--- config.mk ---
export PLATFORM = sky130hd
export DESIGN_NAME = io_periph_bank
export DESIGN_NICKNAME = d
export VERILOG_FILES = /design/src/rtl/io_pkg.sv /design/src/rtl/io_debounce.sv /design/src/rtl/io_periph_bank.sv
export SDC_FILE = /design/constraint.sdc
export NUM_CORES = 1
export LEC_CHECK = 0
export BUFFER_PORTS_ARGS = -buffer_cell sky130_fd_sc_hd__buf_2
export CORE_AREA = 2 2 87 89
export CTS_CLUSTER_DIAMETER = 50
export CTS_CLUSTER_SIZE = 14
export DETAILED_ROUTE_END_ITERATION = 10
export DIE_AREA = 0 0 89 91
export HOLD_SLACK_MARGIN = 0.06
export PLACE_DENSITY = 0.72
export SLEW_MARGIN = 20
export SYNTH_ARGS = -nofsm -noshare
export SYNTH_HDL_FRONTEND = slang
export SYNTH_SLANG_ARGS = --single-unit
--- constraint.sdc ---
create_clock -name clk -period 1.3 [get_ports clk]
set_clock_uncertainty 0.2 [all_clocks]
set_input_delay 0.065 -clock clk [delete_from_list [all_inputs] [get_ports clk]]
set_output_delay 0.065 -clock clk [all_outputs]
set_load 0.01 [all_outputs]
--- src/rtl/io_pkg.sv ---
// Shared address map and helpers for the memory-mapped I/O peripheral bank.
package io_pkg;

  // Select-bit indices within the CPU data address.
  localparam int unsigned IO_SPACE_BIT   = 8;
  localparam int unsigned IO_LEDS_BIT    = 2;
  localparam int unsigned IO_HEX_BIT     = 3;
  localparam int unsigned IO_KEY_BIT     = 4;
  localparam int unsigned IO_SW_BIT      = 5;
  localparam int unsigned IO_KEY_EVT_BIT = 6;

  // Register offsets, for software-facing documentation and benches.
  localparam logic [31:0] IO_LEDS_ADDR    = 32'h0000_0104;
  localparam logic [31:0] IO_HEX_ADDR     = 32'h0000_0108;
  localparam logic [31:0] IO_KEY_ADDR     = 32'h0000_0110;
  localparam logic [31:0] IO_SW_ADDR      = 32'h0000_0120;
  localparam logic [31:0] IO_KEY_EVT_ADDR = 32'h0000_0140;

  // Expand a 4-bit byte-enable into a 32-bit per-bit enable.
  function automatic logic [31:0] byte_mask(input logic [3:0] wmask);
    logic [31:0] m;
    for (int b = 0; b < 4; b++) begin
      m[8*b +: 8] = {8{wmask[b]}};
    end
    return m;
  endfunction

endpackage

--- src/rtl/io_debounce.sv ---
// One-bit two-flop synchroniser followed by an optional stable-count debouncer.
// Debounce counting is built only when IO_PERIPH_DEBOUNCE_EN is defined;
// otherwise the accepted value is the synchroniser output.
module io_debounce
  import io_pkg::*;
#(
  parameter int unsigned DEBOUNCE_CYCLES = 50000
) (
  input  logic clk,
  input  logic reset,
  input  logic din,
  output logic dout,
  output logic rise
);

  logic sync1_q, sync2_q;
  logic acc_d;

  // Two-flop synchroniser for the asynchronous input.
  always_ff @(posedge clk) begin
    if (reset) begin
      sync1_q <= 1'b0;
      sync2_q <= 1'b0;
    end else begin
      sync1_q <= din;
      sync2_q <= sync1_q;
    end
  end

`ifdef IO_PERIPH_DEBOUNCE_EN
  localparam int unsigned CntW = $clog2(DEBOUNCE_CYCLES);
  localparam logic [CntW-1:0] CntMax = CntW'(DEBOUNCE_CYCLES - 1);

  logic            acc_q;
  logic [CntW-1:0] cnt_q, cnt_d;

  // Count consecutive disagreeing cycles; accept the new value at the limit.
  always_comb begin
    acc_d = acc_q;
    cnt_d = cnt_q;
    if (sync2_q == acc_q) begin
      cnt_d = '0;
    end else if (cnt_q == CntMax) begin
      acc_d = sync2_q;
      cnt_d = '0;
    end else begin
      cnt_d = cnt_q + 1'b1;
    end
  end

  // Accepted value and debounce counter.
  always_ff @(posedge clk) begin
    if (reset) begin
      acc_q <= 1'b0;
      cnt_q <= '0;
    end else begin
      acc_q <= acc_d;
      cnt_q <= cnt_d;
    end
  end

  assign dout = acc_q;
`else
  localparam int unsigned UnusedDebounceCycles = DEBOUNCE_CYCLES;

  // Without debounce the accepted value follows the synchroniser directly.
  always_comb begin
    acc_d = sync1_q;
  end

  assign dout = sync2_q;
`endif

  // High in the cycle before dout goes 0->1, so a consumer flop sets on the same edge.
  assign rise = acc_d & ~dout;

endmodule

--- src/rtl/io_periph_bank.sv ---
// Memory-mapped LED / 7-segment / key / switch peripheral bank.
// Optional feature macro: IO_PERIPH_DEBOUNCE_EN (enables key/switch debounce counters).
module io_periph_bank
  import io_pkg::*;
#(
  parameter int unsigned N_LED           = 10,
  parameter int unsigned N_HEX           = 6,
  parameter int unsigned N_KEY           = 4,
  parameter int unsigned N_SW            = 10,
  parameter int unsigned DEBOUNCE_CYCLES = 50000
) (
  input  logic                 clk,
  input  logic                 reset,
  input  logic [31:0]          addr,
  input  logic [31:0]          wdata,
  input  logic [3:0]           wmask,
  input  logic                 we,
  output logic [31:0]          rdata,
  input  logic [N_KEY-1:0]     key_n,
  input  logic [N_SW-1:0]      sw,
  output logic [N_LED-1:0]     ledr,
  output logic [4*N_HEX-1:0]   hex_digits
);

  localparam int unsigned HexW = 4 * N_HEX;

  logic [N_KEY-1:0] key_state, key_rise;
  logic [N_SW-1:0]  sw_state, sw_rise;

  logic [N_LED-1:0] ledr_q, ledr_d;
  logic [HexW-1:0]  hex_q, hex_d;
  logic [N_KEY-1:0] key_evt_q, key_evt_d;

  logic        sel_leds, sel_hex, sel_key, sel_sw, sel_evt;
  logic [31:0] wbits;

  // Keys are inverted before synchronising so that 0 means released everywhere.
  for (genvar i = 0; i < N_KEY; i++) begin : g_key
    io_debounce #(
      .DEBOUNCE_CYCLES(DEBOUNCE_CYCLES)
    ) u_key_db (
      .clk  (clk),
      .reset(reset),
      .din  (~key_n[i]),
      .dout (key_state[i]),
      .rise (key_rise[i])
    );
  end

  for (genvar i = 0; i < N_SW; i++) begin : g_sw
    io_debounce #(
      .DEBOUNCE_CYCLES(DEBOUNCE_CYCLES)
    ) u_sw_db (
      .clk  (clk),
      .reset(reset),
      .din  (sw[i]),
      .dout (sw_state[i]),
      .rise (sw_rise[i])
    );
  end

  // Priority-decode the register select into a one-hot set.
  always_comb begin
    sel_leds = 1'b0;
    sel_hex  = 1'b0;
    sel_key  = 1'b0;
    sel_sw   = 1'b0;
    sel_evt  = 1'b0;
    if (addr[IO_SPACE_BIT]) begin
      if (addr[IO_LEDS_BIT])         sel_leds = 1'b1;
      else if (addr[IO_HEX_BIT])     sel_hex  = 1'b1;
      else if (addr[IO_KEY_BIT])     sel_key  = 1'b1;
      else if (addr[IO_SW_BIT])      sel_sw   = 1'b1;
      else if (addr[IO_KEY_EVT_BIT]) sel_evt  = 1'b1;
    end
  end

  assign wbits = byte_mask(wmask);

  // Byte-masked register writes and sticky press events (set beats W1C).
  always_comb begin
    ledr_d    = ledr_q;
    hex_d     = hex_q;
    key_evt_d = key_evt_q;
    if (we && sel_leds) begin
      for (int i = 0; i < N_LED; i++) begin
        ledr_d[i] = wbits[i] ? wdata[i] : ledr_q[i];
      end
    end
    if (we && sel_hex) begin
      for (int i = 0; i < HexW; i++) begin
        hex_d[i] = wbits[i] ? wdata[i] : hex_q[i];
      end
    end
    for (int i = 0; i < N_KEY; i++) begin
      key_evt_d[i] = key_rise[i] |
                     (key_evt_q[i] & ~(we & sel_evt & wdata[i] & wbits[i]));
    end
  end

  // Architectural register state.
  always_ff @(posedge clk) begin
    if (reset) begin
      ledr_q    <= '0;
      hex_q     <= '0;
      key_evt_q <= '0;
    end else begin
      ledr_q    <= ledr_d;
      hex_q     <= hex_d;
      key_evt_q <= key_evt_d;
    end
  end

  // Combinational read mux, zero-extended.
  always_comb begin
    rdata = '0;
    unique case (1'b1)
      sel_leds: rdata = 32'(ledr_q);
      sel_hex:  rdata = 32'(hex_q);
      sel_key:  rdata = 32'(key_state);
      sel_sw:   rdata = 32'(sw_state);
      sel_evt:  rdata = 32'(key_evt_q);
      default:  rdata = '0;
    endcase
  end

  assign ledr       = ledr_q;
  assign hex_digits = hex_q;

  logic unused_in;
  assign unused_in = ^{addr[31:9], addr[7], addr[1:0], wdata, wbits, sw_rise};

endmodule

==> impl_metrics.env, run 1 <==
export IMPL_status="finished with violations"
export IMPL_violations="setup timing"
export IMPL_synth_simple_area_share=0.328
export IMPL_pre_cts_ws_ps=-178
export IMPL_grt_pass1_vias=2568
export IMPL_layout_setup_ws_ps=-250
export IMPL_hold_depth=5
export IMPL_slew_headroom=0.518
export IMPL_yosys_area_top_type_share=0.469
export IMPL_synth_compound_area_frac=0.126
export IMPL_dieArea_um2=8100
export IMPL_yosysWarnings=0
export IMPL_rows=31
export IMPL_synth_common_cells="66 x dfxtp_1, 29 x nor2b_1, 28 x nand2b_1"
export IMPL_cts_sinks=66
export IMPL_yosys_area_top_type="dfxtp_1"
export IMPL_syn_to_final_growth_pct=53.8
export IMPL_post_synth_top_count_cell="dfxtp_1"
export IMPL_grt_max_degree=32
export IMPL_start_util=0.394
export IMPL_gp_congestion=0.895
export IMPL_grtUsageTotal=0.188
export IMPL_tightest_slew_ps=723
export IMPL_reg2regPathDepth=3
export IMPL_powerDensity_nw_per_um2=1050
export IMPL_clockBufferDepth=2
export IMPL_drc=0
export IMPL_hold_violations=0
export IMPL_die_w_um=89
export IMPL_clk_latency_ps=340
export IMPL_die_h_um=91
export IMPL_report_power_total_uw=4550
export IMPL_ant_nets=0
export IMPL_ys_seq_area_frac=0.469
export IMPL_synth_fa_ha_area_frac=0
export IMPL_syn_area_per_cell_um2=9.35
export IMPL_ys_ff_latch=66
export IMPL_diodes=0
export IMPL_wl_per_cell_um=13.7
export IMPL_crit_fanout=2
export IMPL_io_pins=151
export IMPL_crit_arrival_ps=1280
export IMPL_antenna_found_initial=0
export IMPL_via_per_inst=4.78
export IMPL_synthFlopType="dfxtp_1"
export IMPL_dr_pass1_iters=4
export IMPL_placed_area_um2=3490
export IMPL_path_clk_slew_ps=70
export IMPL_mappedNetlistArea_um2=2820
export IMPL_fmax_mhz=645
export IMPL_cts_buffers=9
export IMPL_crit_required_ps=1030
export IMPL_grt_pass1_wl_um=12000
export IMPL_coreArea_um2=7140
export IMPL_rsz0062_at_grt="yes"
export IMPL_layout_nets=554
export IMPL_numPortBuffers=107
export IMPL_hpwl_um=5250
export IMPL_drt_first_iter_violations=149
export IMPL_ctsRootBufferMaster="clkbuf_8"
export IMPL_syn_inst=301
export IMPL_period_minus_slack_ps=1550
export IMPL_drt_total_wl_um=7870
export IMPL_hold_path_class="in -> reg"
export IMPL_synthMuxAreaShare=0.00711
export IMPL_critPathLaunchType="flip-flop"
export IMPL_synth_edff_count=0
export IMPL_max_cap_viol_count=0
export IMPL_worst_setup_path_type="reg -> out"
export IMPL_htreeDepth=3
export IMPL_cp_end_kind="primary output"
export IMPL_vias=2741
export IMPL_synthTopCellsByArea="dfxtp_1 47%, nand4b_1 7.5%, nor2b_1 6.4%"
export IMPL_synth_xor_area_frac=0
export IMPL_leakage_uw=0.00198
export IMPL_ys_types=26
export IMPL_finalCritPeriodShare=1.19
export IMPL_grt_overflow_total=0
export IMPL_setup_viol=10
export IMPL_vdd_drop_max_v=0.000798
export IMPL_stdcell_area_um2=4330
export IMPL_drive_gt1_frac=0.359
export IMPL_cts_tree="yes"
export IMPL_async_flop_share=0
export IMPL_drv_slew=0
export IMPL_synth_top_family_by_area="simple AND/OR/NAND/NOR gates"
[flip-flops by register name (all words and copies together) (netlist names)]
| signal | cells |
|---|---|
| ledr | 10 |
| g_sw.u_sw_db.dout | 10 |
| g_key.u_key_db.dout | 4 |
| g_key.u_key_db.acc_d | 4 |
| g_sw.u_sw_db.acc_d | 10 |
| key_evt_q | 4 |
| hex_digits | 24 |
[metal layers]
| metal | vias to the layer above | global-route usage | share of wire |
|---|---|---|---|
| li1 | 1371 | - | - |
| met1 | 1258 | 0.234 | 0.42 |
| met2 | 110 | 0.308 | 0.50 |
| met3 | 2 | 0.0518 | 0.074 |
| met4 | 0 | 0.0672 | 0.0038 |
| met5 | - | 0 | 0 |
[logic make-up (layout without fill, tap and decap cells)]
family | after synthesis | in the layout
flip-flops | 66 | 66
multiplexers | 2 | 2
other | 1 | 8
AO/OA/AOI/OAI | 54 | 54
AND/OR/NAND/NOR | 144 | 145
buffers and inverters | 34 | 199
[worst max-delay path, stage by stage (launching register included)]
cell and delay, ps:
dfxtp_1 310, a32o_1 210, a221o_1 280, buf_2 150
[layout make-up]
class / instances / area, um^2
clock buffers: 10 / 138
clock inverters: 6 / 88.8
fillers: 656 / 2810
multi-input cells: 209 / 1360
flip-flops and latches: 66 / 1340
well taps: 99 / 124
repair buffers: 183 / 1280
[metrics by stage]
stage	util	setup TNS, ps	instances	hold WS, ps
final	0.607	-1860	573	81.1
after global routing	0.607	-2380	573	87.1
after CTS	0.601	-7070	573	22.0
after detailed placement	0.488	-6000	500	22.4
after global placement	0.488	-4170	500	26.1
after floorplan	-	0	308	-62.6
[report_power, final]
group / switching (uW) / internal (uW)
registers: 28.7 / 2090
logic: 219 / 291
clock network: 786 / 1130
[final timing paths]
| kind | to | slack [ps] | startpoint |
|---|---|---|---|
| max | rdata[2] | -250 | g_key[2].u_key_db.dout |
| min reg2reg | g_sw[7].u_sw_db.dout | 240 | g_sw[7].u_sw_db.acc_d |
| min | ledr[6] | 80 | we |
| max reg2reg | key_evt_q[1] | 190 | g_key[1].u_key_db.dout |
[layout by cell type (no fill, tap or decap), types with 3 or more instances in the layout]
cell,instances
o21ai_1,26
clkbuf_8,10
and3_1,3
dlymetal6s4s_1,3
buf_4,21
nand2_1,23
a311oi_1,4
nand2b_1,28
conb_1,8
nor2b_1,29
dlygate4sd3_1,47
and2_1,18
and3_4,3
dfxtp_2,12
nand4b_1,24
buf_2,106
dfxtp_1,54
a221o_1,10
buf_6,4
a21oi_1,8
nor2_1,6
a32o_1,4
[repair_timing]
action | 4_1_cts | 5_1_grt
setup buffers | 5 | 0
pin swaps | 5 | 3
endpoints found under the setup margin | 24 | 72
hold buffers | 50 | 2
cloned | 2 | 0
gates resized for setup | 16 | 14
endpoints found under the hold margin | 66 | 19
Power figures use the tool's default switching activity.
==> run 2: changes to the inputs <==
Settings changed: GPL_TIMING_DRIVEN from default to 0.
==> run 2 against run 1 <==
  * The flow still finishes with violations (setup timing)
  * Combinational power shrank 1%
  * Total power down 0.71%
  * Setup slack worse by 6.0 ps
  * Via count up 1.5%
  * Critical path type unchanged
  * Largest power group unchanged
  * Highest routed layer unchanged
==> impl_metrics.env, run 2 (synthesized netlist as in run 1, its figures left out) <==
export IMPL_grtUsageTotal=0.206
export IMPL_regToRegSetupSlack_ps=160
export IMPL_coreArea_um2=7140
export IMPL_stdcell_count=577
export IMPL_antenna_found_initial=0
export IMPL_vias=2781
export IMPL_tightest_slew_ps=523
export IMPL_p_clk_frac=0.419
export IMPL_multi_input_area_um2=1370
export IMPL_ctsRootBufferMaster="clkbuf_8"
export IMPL_io_pins=151
export IMPL_crit_required_ps=1030
export IMPL_die_w_um=89
export IMPL_clockBufferDepth=2
export IMPL_drt_first_iter_violations=131
export IMPL_wl_per_cell_um=14.1
export IMPL_path_clk_slew_ps=60
export IMPL_violations="setup timing"
export IMPL_start_util=0.394
export IMPL_setup_viol=10
export IMPL_grt_overflow_total=0
export IMPL_hpwl_um=5730
export IMPL_dr_pass1_iters=4
export IMPL_switching_share=0.215
export IMPL_worst_setup_path_type="reg -> out"
export IMPL_drv_slew=0
export IMPL_hold_violations=0
export IMPL_period_minus_slack_ps=1560
export IMPL_status="finished with violations"
export IMPL_fill_cells=662
export IMPL_slew_headroom=0.651
export IMPL_numPortBuffers=104
export IMPL_cp_end_kind="primary output"
export IMPL_critical_path_cell_chain="a32o_1 -> a221o_1 -> buf_2"
export IMPL_vdd_drop_max_v=0.000739
export IMPL_crit_arrival_ps=1290
export IMPL_hold_path_class="in -> reg"
export IMPL_report_power_total_uw=4510
export IMPL_layout_nets=559
export IMPL_layout_setup_ws_ps=-256
export IMPL_powerDensity_nw_per_um2=1050
export IMPL_fmax_mhz=643
export IMPL_grt_pass1_vias=2770
export IMPL_seqCellArea_um2=1340
export IMPL_grt_max_degree=11
export IMPL_ant_nets=0
export IMPL_mostFrequentLayoutCells="105 x buf_2, 49 x dfxtp_1, 44 x dlygate4sd3_1"
export IMPL_die_h_um=91
export IMPL_leakage_uw=0.00195
export IMPL_cts_sinks=66
export IMPL_cts_tree="yes"
export IMPL_crit_path_top_delay_cell="dfxtp_2"
export IMPL_via_per_inst=4.82
export IMPL_p_seq_frac=0.469
export IMPL_internal_power_uw=3540
export IMPL_gp_congestion=0.829
export IMPL_rsz0062_at_grt="yes"
export IMPL_combinationalPowerShare=0.112
export IMPL_clk_latency_ps=330
export IMPL_crit_fanout=2
export IMPL_critPathLaunchType="flip-flop"
export IMPL_grt_pass1_wl_um=13000
export IMPL_cts_buffers=9
export IMPL_p_sw_uw=972
export IMPL_finalCritPeriodShare=1.20
export IMPL_dieArea_um2=8100
export IMPL_drive_gt1_frac=0.362
export IMPL_layout_commonest_cell="buf_2"
export IMPL_syn_to_final_growth_pct=52.4
export IMPL_rows=31
export IMPL_drt_total_wl_um=8150
export IMPL_diodes=0
export IMPL_dpl_cell_count=511
export IMPL_max_cap_viol_count=0
export IMPL_drc=0
export IMPL_htreeDepth=3
export IMPL_cp_slowest_stage_delay_ps=320
export IMPL_largest_reg_flops=24
run 2: changes by cell type in the layout (fill, tap and decap cells not counted), moves of 2 or more:
cell	delta
buf_12	-2
clkbuf_1	+14
clkinvlp_4	-2
dfxtp_1	-5
dfxtp_2	+5
dlygate4sd3_1	-3
dlymetal6s4s_1	-3
o21ai_0	-2
run 2: worst paths after layout:
kind,from,end,cells past startpoint
max,g_key[2].u_key_db.dout,rdata[2],3
min,reset,hex_digits[8],3
min reg2reg,g_sw[8].u_sw_db.acc_d,g_sw[8].u_sw_db.dout,1
max reg2reg,g_key[1].u_key_db.dout,key_evt_q[1],3
run 2: metal layers:
layer,track usage,vias to the layer above,wire (um)
met4,0.0983,0,176
met5,0,-,0
met2,0.348,101,4050
li1,-,1380,-
met3,0.0491,14,459
met1,0.240,1286,3470
run 2: repair_timing:
action                     CTS  global route
hold endpoints to repair    52             0
pin swaps                    7             9
buffers inserted             7             1
gates resized for setup     20            24
hold buffers                44             0
setup endpoints to repair   24            45
run 2: final cells by class:
class / count / area share
multi-input combinational: 208 / 0.319
sequential: 66 / 0.313
timing repair buffer: 156 / 0.240
buffer: 33 / 0.0484
clock buffer: 13 / 0.0370
tap: 99 / 0.0289
clock inverter: 2 / 0.0140
run 2: through the flow:
step / worst slack, ps / util / TNS, ps / hold slack, ps / cell area [um^2]
3_5_place_dp: -336 / 0.488 / -10400 / 22.5 / 3490
3_3_place_gp: -319 / 0.488 / -9580 / 26.8 / 3490
4_1_cts: -267 / 0.593 / -1960 / 73.9 / 4230
5_1_grt: -308 / 0.601 / -2410 / 101 / 4290
2_1_floorplan: 136 / - / 0 / -62.6 / 2840
6_report: -256 / 0.601 / -1870 / 80.1 / 4290
run 2: power groups by stage:
stage | sequential, uW | clock (uW) | combinational [uW]
2_1_floorplan | 2160 | 0 | 202
3_3_place_gp | 2160 | 0 | 364
3_5_place_dp | 2160 | 0 | 370
4_1_cts | 2120 | 1930 | 489
5_1_grt | 2120 | 2030 | 549
6_report | 2120 | 1890 | 503
run 2: worst max-delay path, delay by kind of cell, from the launching register on:
kind	cells	cell delay [ps]
AOI/OAI and AO/OA	2	490
buffers and inverters	1	150
DFF	1	320
